--- src/rtl/ext_inst_injector_if.sv ---
// ext_inst_injector_if: source stream, core handshake and status bundle for the instruction injector.
interface ext_inst_injector_if #(
    parameter int DEPTH = 4,
    parameter int CNT_W = 16
);
    logic                         s_valid;
    logic [31:0]                  s_inst;
    logic                         s_ready;
    logic [3:0]                   core_state;
    logic [31:0]                  ext_inst;
    logic                         ext_inst_en;
    logic                         busy;
    logic [$clog2(DEPTH+1)-1:0]   fifo_count;
    logic                         done_pulse;
    logic [CNT_W-1:0]             issued_cnt;
    logic                         clr_err;
    logic                         timeout_err;

    modport master (
        output s_valid, s_inst, core_state, clr_err,
        input  s_ready, ext_inst, ext_inst_en, busy, fifo_count, done_pulse, issued_cnt, timeout_err
    );

    modport slave (
        input  s_valid, s_inst, core_state, clr_err,
        output s_ready, ext_inst, ext_inst_en, busy, fifo_count, done_pulse, issued_cnt, timeout_err
    );
endinterface

--- src/rtl/ext_inst_injector.sv ---
// ext_inst_injector: FIFO-buffered feeder of extInst/extInst_en, one instruction per fetch-to-fetch round trip.
module ext_inst_injector #(
    parameter int       DEPTH       = 4,
    parameter logic [3:0] FETCH_STATE = 4'd0,
    parameter int       TIMEOUT_CYC = 64,
    parameter int       CNT_W       = 16
) (
    input logic              clk,
    input logic              rst,
    ext_inst_injector_if.slave bus
);
    localparam int PW = $clog2(DEPTH);
    localparam int CW = $clog2(DEPTH+1);
    localparam int TW = $clog2(TIMEOUT_CYC+1);

    typedef enum logic [1:0] {IDLE, WAIT_START, RUN} state_t;

    state_t           r_state;
    logic [31:0]      r_mem [DEPTH];
    logic [PW-1:0]    r_wptr, r_rptr;
    logic [CW-1:0]    r_count;
    logic [TW-1:0]    r_tcnt;
    logic [31:0]      r_inst;
    logic             r_en, r_done, r_err;
    logic [CNT_W-1:0] r_issued;
    logic             w_push, w_done, w_tout, w_pop;
    logic [PW-1:0]    w_rnext;

    assign bus.s_ready     = r_count != CW'(DEPTH);
    assign w_push          = bus.s_valid && bus.s_ready;
    assign w_done          = r_state == RUN && bus.core_state == FETCH_STATE;
    // A completion on the last allowed cycle counts as a completion, not a timeout
    assign w_tout          = !w_done && r_state != IDLE && r_tcnt == TW'(TIMEOUT_CYC-1);
    assign w_pop           = w_done || w_tout;
    assign w_rnext         = r_rptr + 1'b1;
    assign bus.ext_inst    = r_inst;
    assign bus.ext_inst_en = r_en;
    assign bus.busy        = r_state != IDLE;
    assign bus.fifo_count  = r_count;
    assign bus.done_pulse  = r_done;
    assign bus.issued_cnt  = r_issued;
    assign bus.timeout_err = r_err;

    always_ff @(posedge clk) begin
        if (w_push) r_mem[r_wptr] <= bus.s_inst;
    end

    always_ff @(posedge clk or negedge rst) begin
        if (!rst) begin
            r_state  <= IDLE;
            r_wptr   <= '0;
            r_rptr   <= '0;
            r_count  <= '0;
            r_tcnt   <= '0;
            r_inst   <= '0;
            r_en     <= 1'b0;
            r_done   <= 1'b0;
            r_err    <= 1'b0;
            r_issued <= '0;
        end else begin
            r_wptr  <= r_wptr + PW'(w_push);
            r_rptr  <= r_rptr + PW'(w_pop);
            r_count <= r_count + CW'(w_push) - CW'(w_pop);
            r_done  <= w_done;
            r_err   <= w_tout || (r_err && !bus.clr_err);
            if (w_done) r_issued <= r_issued + 1'b1;
            case (r_state)
                IDLE: if (r_count != '0) begin
                    r_inst  <= r_mem[r_rptr];
                    r_en    <= 1'b1;
                    r_tcnt  <= '0;
                    r_state <= WAIT_START;
                end
                WAIT_START: if (w_tout) begin
                    r_en    <= 1'b0;
                    r_state <= IDLE;
                end else begin
                    r_tcnt  <= r_tcnt + 1'b1;
                    if (bus.core_state != FETCH_STATE) r_state <= RUN;
                end
                RUN: if (w_done && r_count > CW'(1)) begin
                    r_inst  <= r_mem[w_rnext];
                    r_tcnt  <= '0;
                    r_state <= WAIT_START;
                end else if (w_pop) begin
                    r_en    <= 1'b0;
                    r_state <= IDLE;
                end else begin
                    r_tcnt  <= r_tcnt + 1'b1;
                end
                default: r_state <= IDLE;
            endcase
        end
    end
endmodule

--- src/flat_wrapper.sv ---
// flat-port wrapper written by rule: the top's interface ports become plain ports
module ext_inst_injector_flat 
#(
    parameter int       DEPTH       = 4,
    parameter logic [3:0] FETCH_STATE = 4'd0,
    parameter int       TIMEOUT_CYC = 64,
    parameter int       CNT_W       = 16
)
  (clk, rst, bus_s_valid, bus_s_inst, bus_core_state, bus_clr_err, bus_s_ready, bus_ext_inst, bus_ext_inst_en, bus_busy, bus_fifo_count, bus_done_pulse, bus_issued_cnt, bus_timeout_err);
  ext_inst_injector_if #(.DEPTH(DEPTH), .CNT_W(CNT_W)) bus_i ();
  input logic clk;
  input logic rst;
  input wire logic [$bits(bus_i.s_valid)-1:0] bus_s_valid;
  input wire logic [$bits(bus_i.s_inst)-1:0] bus_s_inst;
  input wire logic [$bits(bus_i.core_state)-1:0] bus_core_state;
  input wire logic [$bits(bus_i.clr_err)-1:0] bus_clr_err;
  output wire logic [$bits(bus_i.s_ready)-1:0] bus_s_ready;
  output wire logic [$bits(bus_i.ext_inst)-1:0] bus_ext_inst;
  output wire logic [$bits(bus_i.ext_inst_en)-1:0] bus_ext_inst_en;
  output wire logic [$bits(bus_i.busy)-1:0] bus_busy;
  output wire logic [$bits(bus_i.fifo_count)-1:0] bus_fifo_count;
  output wire logic [$bits(bus_i.done_pulse)-1:0] bus_done_pulse;
  output wire logic [$bits(bus_i.issued_cnt)-1:0] bus_issued_cnt;
  output wire logic [$bits(bus_i.timeout_err)-1:0] bus_timeout_err;
  assign bus_i.s_valid = bus_s_valid;
  assign bus_i.s_inst = bus_s_inst;
  assign bus_i.core_state = bus_core_state;
  assign bus_i.clr_err = bus_clr_err;
  assign bus_s_ready = bus_i.s_ready;
  assign bus_ext_inst = bus_i.ext_inst;
  assign bus_ext_inst_en = bus_i.ext_inst_en;
  assign bus_busy = bus_i.busy;
  assign bus_fifo_count = bus_i.fifo_count;
  assign bus_done_pulse = bus_i.done_pulse;
  assign bus_issued_cnt = bus_i.issued_cnt;
  assign bus_timeout_err = bus_i.timeout_err;
  ext_inst_injector #(.DEPTH(DEPTH), .FETCH_STATE(FETCH_STATE), .TIMEOUT_CYC(TIMEOUT_CYC), .CNT_W(CNT_W)) u_core (.clk(clk), .rst(rst), .bus(bus_i));
endmodule
--- config.mk ---
export PLATFORM = sky130hd
export DESIGN_NAME = ext_inst_injector_flat
export DESIGN_NICKNAME = d
export VERILOG_FILES = /design/src/rtl/ext_inst_injector_if.sv /design/src/rtl/ext_inst_injector.sv /design/src/flat_wrapper.sv
export SDC_FILE = /design/constraint.sdc
export NUM_CORES = 1
export LEC_CHECK = 0
export CORE_ASPECT_RATIO = 1.25
export CORE_MARGIN = 2
export CORE_UTILIZATION = 29
export CTS_CLUSTER_DIAMETER = 40
export DETAILED_ROUTE_END_ITERATION = 10
export SLEW_MARGIN = 20
export SYNTH_ARGS = -nofsm -noshare
export SYNTH_HDL_FRONTEND = slang
export SYNTH_SLANG_ARGS = --single-unit
--- constraint.sdc ---
create_clock -name clk -period 3.8 [get_ports clk]
set_input_delay 0.38 -clock clk [delete_from_list [all_inputs] [get_ports clk]]
set_output_delay 0.38 -clock clk [all_outputs]
set_load 0.02 [all_outputs]
# Word level (Yosys, flattened, before mapping)
# Memory sizes are Yosys's and may differ from the RTL's.
# Index checks and enable logic that the tools add are counted.
# classes
n_addsub	7
muxes	21
n_eq_ne	13
magnitude_cmp	1
n_reduce_logical	21
bitwise_logic	0
n_div	0
shift	0
multipliers	0
# ops
cell	count
$mux 32	2
$pmux 32 s2	1
$mux 7	4
$pmux 7 s3	1
$add 16x1->16 const B	1
$mux 2	5
$add 7x1->7 const B	1
$eq 7x6->1 const B	1
$logic_and 1x1->1	6
$mux 1	6
$ne 2x1->1 const B	3
$ne 2x2->1 const B	3
$ne 3x3->1 const B	2
$pmux 2 s3	1
$reduce_and 3->1	2
$reduce_bool 3->1	2
$reduce_and 5->1	1
$add 2x1->2	2
$logic_not 4->1	1
$reduce_and 4->1	1
$reduce_bool 2->1	2
$reduce_bool 4->1	1
$add 3x1->3	1
$gt 3x1->1 const B	1
other kinds (10)	12
# word_totals
ram_bits	128
ff_bits	67
latchBits	0
romBits	0
mem_count	1
word_cells	74
# memory_table
name	depth	word_bits	rd	rd_ports_with_merged_regs	write_ports	line	text
u_core.r_mem	4	32	2	0	1	ext_inst_injector.sv:19	logic [31:0] r_mem [DEPTH];

# Longest topological paths before layout
# Gate-level depths: netlist of run 1.
# logic_depth
depth_word	9
mapped_depth	10
ltp_nobuf	9

# Worst setup path after synthesis of run 1
# No wires, ideal clock.
# synth_path
path_kind	register to register
start	register u_core.r_count[1] (netlist: u_core.bus.fifo_count[1])
end	memory u_core.r_mem[2][0], enable pin
arrival_ns	3.314
slack_ns	0.018
required_time_ns	3.332
stages_incl_launch_ff	4
path_buffers	0
path_cell_list	dfrtp_1 > or3_1 > nand2_1 > nor3b_1
# synth_between
elab_chain_cells	4
# synth_rtl
element	line	text
start: declaration	ext_inst_injector.sv:21	logic [CW-1:0] r_count;
start signal: assignment	ext_inst_injector.sv:63	r_count <= r_count + CW'(w_push) - CW'(w_pop);
$ne 3x3->1	ext_inst_injector.sv:29	assign bus.s_ready = r_count != CW'(DEPTH);
net bus_s_ready	flat_wrapper.sv:17	output wire logic [$bits(bus_i.s_ready)-1:0] bus_s_ready;
$logic_and 1x1->1	ext_inst_injector.sv:30	assign w_push = bus.s_valid && bus.s_ready;
$mux 1	ext_inst_injector.sv:45	if (w_push) r_mem[r_wptr] <= bus.s_inst;
$mux 1 (not written as such)	ext_inst_injector.sv:45	
end: declaration	ext_inst_injector.sv:19	
# The timed path passes the listed nets, and every way through them passes these cells.

# Final worst setup path of run 1
# layout_path
start	register u_core.r_state[0]
end	register u_core.r_tcnt[2]
# layout_between
elab_chain_cells	8
elab_cells_between_ends	17
cone_classes	eq/ne: 5; mux: 2; reduce/logical: 10
# layout_rtl
element	line	text
start: declaration	ext_inst_injector.sv:18	state_t r_state;
start signal: assignment	ext_inst_injector.sv:50	r_state <= IDLE;
start signal: assignment	ext_inst_injector.sv:72	r_state <= WAIT_START;
start signal: assignment	ext_inst_injector.sv:76	r_state <= IDLE;
$eq 2x2->1	ext_inst_injector.sv:31, ext_inst_injector.sv:67	
$logic_and 1x1->1	ext_inst_injector.sv:31	assign w_done = r_state == RUN && bus.core_state == FETCH_STATE;
$logic_not 1->1	ext_inst_injector.sv:33	assign w_tout = !w_done && r_state != IDLE && r_tcnt == TW'(TIMEOUT_CYC-1);
$logic_and 1x1->1 (2 in a row)	ext_inst_injector.sv:33	
$logic_or 1x1->1	ext_inst_injector.sv:34	assign w_pop = w_done || w_tout;
$ne 3x3->1 (no source line)	-	
$reduce_and 4->1 (no source line)	-	
end signal: assignment	ext_inst_injector.sv:78	r_tcnt <= r_tcnt + 1'b1;
end signal: assignment	ext_inst_injector.sv:89	r_tcnt <= r_tcnt + 1'b1;
end: declaration	ext_inst_injector.sv:22	logic [TW-1:0] r_tcnt;
# Several ways; a longest one is shown, not always the timed one.
# A chain may end at the register's enable or synchronous reset.

==> impl_metrics.env, run 1 <==
export IMPL_holdWs_ps=108
export IMPL_clk_pin_slew_worst_paths_ps=70
export IMPL_antenna_found_initial=1
export IMPL_synthArstFlopShare_pct=34.4
export IMPL_finalPower_mw=8.22
export IMPL_cp_data_arrival_time_ps=3090
export IMPL_ff2ff_setup_slack_ps=1020
export IMPL_place_congestion=0.741
export IMPL_drt_vias_per_instance=4.79
export IMPL_first_pass_iters=4
export IMPL_yosysTopAreaCellShare_pct=48.0
export IMPL_wl_per_cell_um=17.4
export IMPL_cp_max_fo=8
export IMPL_status="completed"
export IMPL_root_buffer="clkbuf_16"
export IMPL_grt_pass1_wl_mm=27.7
export IMPL_fin_crit_ps=2780
export IMPL_synth_area_leaders="edfxtp_1 (48%), dfrtp_1 (21%), o31ai_2 (3.7%)"
export IMPL_fp_dieW_um=153
export IMPL_power_leakage_nw=3.68
export IMPL_pre_cts_ws_ps=755
export IMPL_htree_levels=4
export IMPL_overflow=0
export IMPL_drt_iter0_drc=237
export IMPL_drive_above_1_share_pct=12.6
export IMPL_fillers=2574
export IMPL_drtAntennaViolNets=0
export IMPL_ys_types=47
export IMPL_portBuffers=95
export IMPL_synth_area_mm2=0.00801
export IMPL_yosysWarningCount=0
export IMPL_dpl_hpwl_mm=10.6
export IMPL_cts_buffer_depth=2
export IMPL_synth_edff_count=128
export IMPL_post_cts_resized=0
export IMPL_tightest_slew_ps=984
export IMPL_initial_core_util_pct=29.2
export IMPL_dieArea_mm2=0.0290
export IMPL_powerDensity_mw_per_mm2=819
export IMPL_synthFlopType="edfxtp_1"
export IMPL_ys_seq_elements=195
export IMPL_cts_tree="done"
export IMPL_fin_tns_setup_ps=0
export IMPL_postSynthAreaPerCell_um2=14.3
export IMPL_insertion_delay_ps=440
export IMPL_grt_pass1_vias=4976
export IMPL_cp_cell_sequence="inv_1 -> ha_1 -> or4_1 -> o311ai_1 -> buf_4 -> or2_2 -> o21ai_0"
export IMPL_setup_viol=0
export IMPL_cp_end_kind="flip-flop"
export IMPL_syn_nets=610
export IMPL_drv_cap=0
export IMPL_syn2layout_area_growth_pct=25.3
export IMPL_period_share_pct=73.0
export IMPL_drc=0
export IMPL_drv_slew=0
export IMPL_hp_class="input port to async pin"
export IMPL_seq_area_frac_synth_pct=68.9
export IMPL_crit_type="flip-flop to flip-flop"
export IMPL_synth_top_cells_by_count="edfxtp_1 (128), dfrtp_1 (67), nand2_1 (45)"
export IMPL_fin_ws_ps=1020
export IMPL_grt_total_usage_pct=12.5
export IMPL_wirelength_mm=17.7
export IMPL_slowest_stage="o311ai_1"
export IMPL_nets=703
export IMPL_slew_headroom_pct=34.4
export IMPL_coreArea_mm2=0.0274
export IMPL_yosysMostFrequentCell="edfxtp_1"
export IMPL_skew_ps=19.2
export IMPL_max_freq_mhz=360
export IMPL_rsz0062_at_grt="no"
export IMPL_clock_sinks=195
export IMPL_syn_inst=559
export IMPL_yosysTopAreaCell="edfxtp_1"
export IMPL_pin_count=96
export IMPL_start_kind="flip-flop"
export IMPL_postCtsSetupBuffers=0
export IMPL_ir_drop_v=0.000401
export IMPL_hold_violations=0
export IMPL_numCtsBuffers=17
export IMPL_std_cell_rows=68
export IMPL_max_stage_delay_ps=800
export IMPL_cp_required_ps=4120
export IMPL_grt_start_max_net_pins=68
export IMPL_die_y_um=190
export IMPL_vias=4864
export IMPL_cts_hold_fix_buffers=0
==> state kept, by name (all words and copies together) (netlist names), 2 cells and up <==
signal and cells:
u_core.r_rptr 2, u_core.r_wptr 2, u_core.bus.issued_cnt 16, u_core.r_mem 128
u_core.bus.ext_inst 32, u_core.r_state 2, u_core.bus.fifo_count 3, u_core.r_tcnt 7
==> through the flow <==
step,std cells,util (%),cell area [µm²]
after floorplan,559,-,8010
after global placement,983,34.2,9370
after detailed placement,983,34.2,9370
after CTS,1015,36.6,10000
after global routing,1015,36.6,10000
final,1016,36.6,10000
==> layout by cell type, fill, tap and decap left out, types with 12 or more instances in the layout <==
master / instances
nor2b_1: 24
nor2_1: 18
mux2i_1: 18
clkdlybuf4s50_1: 94
o31ai_2: 24
inv_1: 12
nand2_1: 45
clkbuf_16: 17
edfxtp_1: 128
o22ai_1: 33
dfrtp_1: 66
a211oi_1: 36
==> path summary, 6_finish.rpt <==
kind                                      startpoint                         to  depth (start not counted)
hold / removal                                   rst     u_core.bus.ext_inst[1]                          1
min in group clk           u_core.bus.issued_cnt[15]  u_core.bus.issued_cnt[15]                          1
max in group asynchronous                        rst           u_core.r_rptr[1]                          1
setup reg to reg                   u_core.r_state[0]           u_core.r_tcnt[2]                          7
hold reg to reg            u_core.bus.issued_cnt[15]  u_core.bus.issued_cnt[15]                          1
setup / recovery                   u_core.r_state[0]           u_core.r_tcnt[2]                          7
==> final cells by class <==
| cell class | count | area [µm²] | area share (%) |
|---|---|---|---|
| tap | 350 | 438 | 4.36 |
| multi-input combinational | 320 | 2320 | 23.1 |
| sequential | 195 | 5520 | 55.0 |
| inverter | 13 | 48.8 | 0.486 |
| antenna | 1 | 2.50 | 0.0249 |
| clock buffer | 22 | 474 | 4.72 |
| timing repair buffer | 105 | 1040 | 10.3 |
| clock inverter | 10 | 193 | 1.92 |
==> worst max-delay path, delay by kind of cell (launching register included) <==
family	cells	cell delay, ps
adder cells (fa/ha/maj)	1	240
flip-flops	1	390
AO/OA/AOI/OAI	2	890
buffers and inverters	2	330
AND/OR/NAND/NOR	2	800
==> routing by layer <==
layer / vias to the layer above / part of all wire (%) / global-route usage, % / wire [µm]
met2: 92 / 52 / 21.9 / 9200
li1: 2314 / - / - / -
met4: 0 / 1.5 / 5.06 / 257
met5: - / 0 / 0 / 0
met3: 17 / 5.1 / 3.80 / 900
met1: 2441 / 42 / 14.3 / 7360
==> cell families (layout without fill, tap and decap cells) <==
group / after synthesis / after routing / share of synthesized area [%]
mux: 22 / 22 / 2.81
compound gates: 135 / 135 / 13.5
simple gates: 131 / 131 / 8.19
fa+ha+maj: 11 / 11 / 1.81
flops: 195 / 195 / 68.9
other cells: 0 / 1 / 0
xor+xnor: 21 / 21 / 2.30
buf+inv: 44 / 150 / 2.50
==> power by group <==
| part | switching [mW] | internal (mW) |
|---|---|---|
| logic | 1.80 | 1.24 |
| clock network | 0.774 | 1.23 |
| registers | 0.339 | 2.84 |
No activity file was read; power rests on OpenSTA's default activity.
==> run 2: changes to the inputs <==
Clock period 3.8 ns to 2.6 ns, I/O delays scaled along.
==> run 2 against run 1 <==
Compared with the run above: clock-buffer cell count down 2; die area unchanged; critical path depth up 2; combinational power up 53%; routed wire length down 1.2%; largest power group unchanged; design area up 1.6%; maximum frequency up 16%; flip-flop and latch count unchanged; critical path type unchanged; non-clock buffer count up 22; critical endpoint is now u_core.bus.fifo_count[2]; core utilization up 0.58 points; sequential power up 47%; total power up 47%.
==> impl_metrics.env, run 2 (same netlist as run 1, synthesis figures left out) <==
export IMPL_numCtsBuffers=17
export IMPL_diodes=0
export IMPL_largest_reg_flops=128
export IMPL_vias=4915
export IMPL_drive_above_1_share_pct=15.1
export IMPL_drv_cap=0
export IMPL_portBuffers=95
export IMPL_cp_end_kind="flip-flop"
export IMPL_hold_violations=0
export IMPL_rsz0062_at_grt="no"
export IMPL_first_pass_iters=4
export IMPL_wirelength_mm=17.5
export IMPL_clock_sinks=195
export IMPL_antenna_found_initial=0
export IMPL_ir_drop_v=0.000427
export IMPL_largest_register="u_core.r_mem"
export IMPL_status="completed"
export IMPL_cp_data_arrival_time_ps=2720
export IMPL_grt_pass1_wl_mm=28.0
export IMPL_p_int_mw=7.80
export IMPL_cts_tree="done"
export IMPL_power_leakage_nw=3.79
export IMPL_post_cts_resized=0
export IMPL_drv_slew=0
export IMPL_drt_vias_per_instance=4.74
export IMPL_insertion_delay_ps=430
export IMPL_root_buffer="clkbuf_16"
export IMPL_fin_ws_ps=205
export IMPL_p_switching_mw=4.27
export IMPL_setup_viol=0
export IMPL_coreArea_mm2=0.0274
export IMPL_syn2layout_area_growth_pct=27.3
export IMPL_cp_required_ps=2930
export IMPL_wl_per_cell_um=16.9
export IMPL_nets=725
export IMPL_cts_buffer_depth=2
export IMPL_final_common_cell="edfxtp_1"
export IMPL_worstReg2RegEnd="u_core.bus.fifo_count[2]"
export IMPL_max_freq_mhz=417
export IMPL_clkPwrFrac_pct=22.9
export IMPL_dieArea_mm2=0.0290
export IMPL_combPwrFrac_pct=38.5
export IMPL_crit_type="flip-flop to flip-flop"
export IMPL_grt_start_max_net_pins=44
export IMPL_grt_pass1_vias=5014
export IMPL_start_kind="flip-flop"
export IMPL_hp_class="input port to async pin"
export IMPL_tightest_slew_ps=960
export IMPL_ff2ff_setup_slack_ps=200
export IMPL_holdWs_ps=362
export IMPL_period_share_pct=92.1
export IMPL_dpl_hpwl_mm=11.3
export IMPL_slew_headroom_pct=36.0
export IMPL_initial_core_util_pct=29.2
export IMPL_worst_r2r_cell_count=9
export IMPL_timing_rr_start="u_core.r_state[0]"
export IMPL_drtAntennaViolNets=0
export IMPL_drt_iter0_drc=245
export IMPL_pre_cts_ws_ps=-67.4
export IMPL_pin_count=96
export IMPL_htree_levels=4
export IMPL_cp_max_fo=4
export IMPL_overflow=0
export IMPL_fp_dieW_um=153
export IMPL_die_y_um=190
export IMPL_seq_power_share_pct=38.6
export IMPL_grt_total_usage_pct=12.5
export IMPL_fin_crit_ps=2400
export IMPL_switching_share_pct=35.4
export IMPL_drc=0
export IMPL_std_cell_rows=68
export IMPL_place_congestion=0.707
export IMPL_skew_ps=8.14
export IMPL_clk_pin_slew_worst_paths_ps=70
export IMPL_layout_common_cells="edfxtp_1 (128), clkdlybuf4s50_1 (94), dfrtp_1 (66)"
export IMPL_powerDensity_mw_per_mm2=1180
-- run 2: final cells by class --
class / count / area (µm²)
fill: 2583 / 17200
inverter: 13 / 48.8
multi-input combinational: 320 / 2330
clock inverter: 12 / 178
clock buffer: 20 / 447
timing repair buffer: 127 / 1230
tap: 350 / 438
sequential: 195 / 5520
-- run 2: power groups by stage --
stage,logic [mW],clock network (mW),registers (mW)
3_3_place_gp,4.66,0,4.72
3_5_place_dp,4.73,0,4.74
4_1_cts,4.73,2.84,4.68
2_1_floorplan,2.79,0,4.86
5_1_grt,5.10,2.96,4.76
6_report,4.64,2.76,4.67
-- run 2: stage by stage --
stage	cell area, µm²	TNS [ps]	total power [mW]	util, %	instances
final	10200	0	12.1	37.2	1037
after global routing	10200	0	12.8	37.2	1037
after CTS	10200	0	12.3	37.2	1037
after detailed placement	9560	-185	9.46	34.9	1004
after global placement	9560	-31.6	9.38	34.9	1004
after floorplan	8030	0	7.66	-	559
-- run 2: worst max-delay path by stage --
stage / depth (start not counted) / to / startpoint / slack, ps
after detailed placement: 7 / u_core.bus.ext_inst[4] / bus_core_state[1] / -70
after global routing: 9 / u_core.bus.fifo_count[2] / u_core.r_state[1] / 30
after CTS: 8 / u_core.bus.ext_inst[4] / u_core.r_state[0] / 190
after global placement: 7 / u_core.bus.ext_inst[9] / bus_core_state[1] / -20
after floorplan: 10 / u_core.bus.fifo_count[2] / u_core.r_state[0] / 170
final: 9 / u_core.bus.fifo_count[2] / u_core.r_state[0] / 200
-- run 2: timing repair --
item | 4_1_cts | 5_1_grt
hold buffers | 1 | 0
setup buffers | 0 | 0
hold endpoints to repair | 40 | 0
-- run 2: critical path: stages, from the launching register on --
cell     delay [ps]
dfrtp_1         410
inv_1            90
ha_1            220
or4_1           540
nand2_1         120
xor2_1          170
ha_1            160
inv_1            50
fa_1            370
xor2_1          160
-- run 2: layer usage --
layer | global-route usage, % | vias up | routed length, µm
li1 | - | 2357 | -
met4 | 4.42 | 0 | 274
met1 | 15.2 | 2442 | 7610
met2 | 21.6 | 96 | 8900
met5 | 0 | - | 0
met3 | 3.21 | 20 | 720
==> run 3: changes to the inputs <==
Settings changed: CTS_BUF_LIST set to sky130_fd_sc_hd__clkbuf_2 sky130_fd_sc_hd__clkbuf_4 sky130_fd_sc_hd__clkbuf_8, SETUP_SLACK_MARGIN set to 0.4.
==> run 3 against run 2 <==
Compared with the run above: design area grew 1.2%; largest cell class unchanged; clock-buffer cell count grew 3; routed wire length grew 3.2%.
==> impl_metrics.env, run 3 (same netlist as run 1, synthesis figures left out) <==
export IMPL_max_freq_mhz=437
export IMPL_drv_cap=0
export IMPL_period_share_pct=88.0
export IMPL_vias=4977
export IMPL_dieArea_mm2=0.0290
export IMPL_grt_total_usage_pct=12.6
export IMPL_layout_common_cells="edfxtp_1 (128), clkdlybuf4s50_1 (92), dfrtp_1 (64)"
export IMPL_drtAntennaViolNets=0
export IMPL_setup_viol=0
export IMPL_drc=0
export IMPL_hp_class="input port to flip-flop"
export IMPL_grt_pass1_vias=4952
export IMPL_ir_drop_v=0.000486
export IMPL_skew_ps=16.8
export IMPL_regArea_mm2=0.00553
export IMPL_largest_register="u_core.r_mem"
export IMPL_worst_r2r_cell_count=9
export IMPL_fillers=2592
export IMPL_cts_tree="done"
export IMPL_cp_max_fo=3
export IMPL_root_buffer="clkbuf_8"
export IMPL_drv_slew=0
export IMPL_numCtsBuffers=17
export IMPL_dpl_cell_area_mm2=0.00959
export IMPL_grt_pass1_wl_mm=27.7
export IMPL_powerDensity_mw_per_mm2=1140
export IMPL_portBuffers=95
export IMPL_holdWs_ps=346
export IMPL_final_common_cell="edfxtp_1"
export IMPL_largest_reg_flops=128
export IMPL_cp_data_arrival_time_ps=2660
export IMPL_antenna_found_initial=1
export IMPL_cp_required_ps=2970
export IMPL_fin_crit_ps=2290
export IMPL_clock_sinks=195
export IMPL_drt_iter0_drc=232
export IMPL_multi_input_area_mm2=0.00256
export IMPL_drt_vias_per_instance=4.72
export IMPL_start_kind="flip-flop"
export IMPL_min_path_cells=2
export IMPL_initial_core_util_pct=29.2
export IMPL_power_leakage_nw=3.83
export IMPL_pin_count=96
export IMPL_rsz0062_at_grt="yes"
export IMPL_insertion_delay_ps=470
export IMPL_std_cell_rows=68
export IMPL_wl_per_cell_um=17.1
export IMPL_cts_buffer_depth=2
export IMPL_drive_above_1_share_pct=20.8
export IMPL_cp_end_kind="flip-flop"
export IMPL_place_congestion=0.708
export IMPL_overflow=0
export IMPL_syn2layout_area_growth_pct=28.9
export IMPL_hold_violations=0
export IMPL_grt_start_max_net_pins=50
export IMPL_fp_dieW_um=153
export IMPL_coreArea_mm2=0.0274
export IMPL_die_y_um=190
export IMPL_final_util_pct=37.7
export IMPL_final_area_mm2=0.0103
export IMPL_htree_levels=4
export IMPL_tightest_slew_ps=683
export IMPL_clk_pin_slew_worst_paths_ps=100
export IMPL_dpl_hpwl_mm=10.9
export IMPL_first_pass_iters=4
export IMPL_nets=741
export IMPL_status="completed"
export IMPL_crit_type="flip-flop to flip-flop"
export IMPL_slew_headroom_pct=54.5
export IMPL_wirelength_mm=18.1
## run 3: routing by layer
metal  routed length (µm)  part of all wire (%)  global-route usage [%]  up-vias
met3                  959                   5.3                    4.03       20
met2                 9290                    51                    22.0      104
met5                    0                     0                       0        -
li1                     -                     -                       -     2389
met4                  338                   1.9                    5.09        0
met1                 7470                    41                    14.2     2464
## run 3: final cells by class
type / count / share of cell area (%)
inverter: 13 / 0.473
multi-input combinational: 324 / 24.8
clock buffer: 23 / 2.88
tap: 350 / 4.24
timing repair buffer: 139 / 13.0
sequential: 195 / 53.5
clock inverter: 9 / 0.994
antenna: 2 / 0.0485
## run 3: stage by stage
stage | cells | worst slack [ps] | setup TNS [ps] | power [mW]
floorplan | 559 | 251 | 0 | 7.68
global placement | 1002 | 9.86 | 0 | 9.42
detailed placement | 1002 | -5.06 | -13.6 | 9.48
CTS | 1046 | 281 | 0 | 11.6
global route | 1053 | 222 | 0 | 12.6
finish | 1055 | 311 | 0 | 11.8
## run 3: worst max-delay path, stage by stage (launching register included)
cell	delay (ps)
dfrtp_1	380
inv_2	70
ha_4	160
or4_4	560
nand2_4	100
xor2_2	140
ha_2	190
inv_2	40
fa_2	500
inv_1	40
## run 3: where the power goes
| group | switching (mW) | internal [mW] | leakage, nW |
|---|---|---|---|
| sequential | 0.516 | 4.14 | 2.02 |
| clock | 0.997 | 0.960 | 0.208 |
| combinational | 2.88 | 2.29 | 1.60 |
| total | 4.39 | 7.39 | 3.83 |
## run 3: path summary, 6_finish.rpt
check	slack, ps	end	start
max	310	u_core.bus.fifo_count[1]	u_core.r_state[0]
min	350	u_core.bus.timeout_err	bus_clr_err
max reg2reg	310	u_core.bus.fifo_count[1]	u_core.r_state[0]
min reg2reg	470	u_core.bus.issued_cnt[15]	u_core.bus.issued_cnt[15]
max in group asynchronous	1590	u_core.bus.ext_inst[8]	rst
min in group asynchronous	360	u_core.bus.ext_inst[31]	rst
## run 3: timing repair
action | 4_1_cts | 5_1_grt
hold endpoints to repair | 47 | 0
gates resized for setup | 14 | 27
buffers inserted | 9 | 4
hold buffers | 1 | 0
pin swaps | 5 | 5
setup endpoints to repair | 77 | 43
cloned | 2 | 3
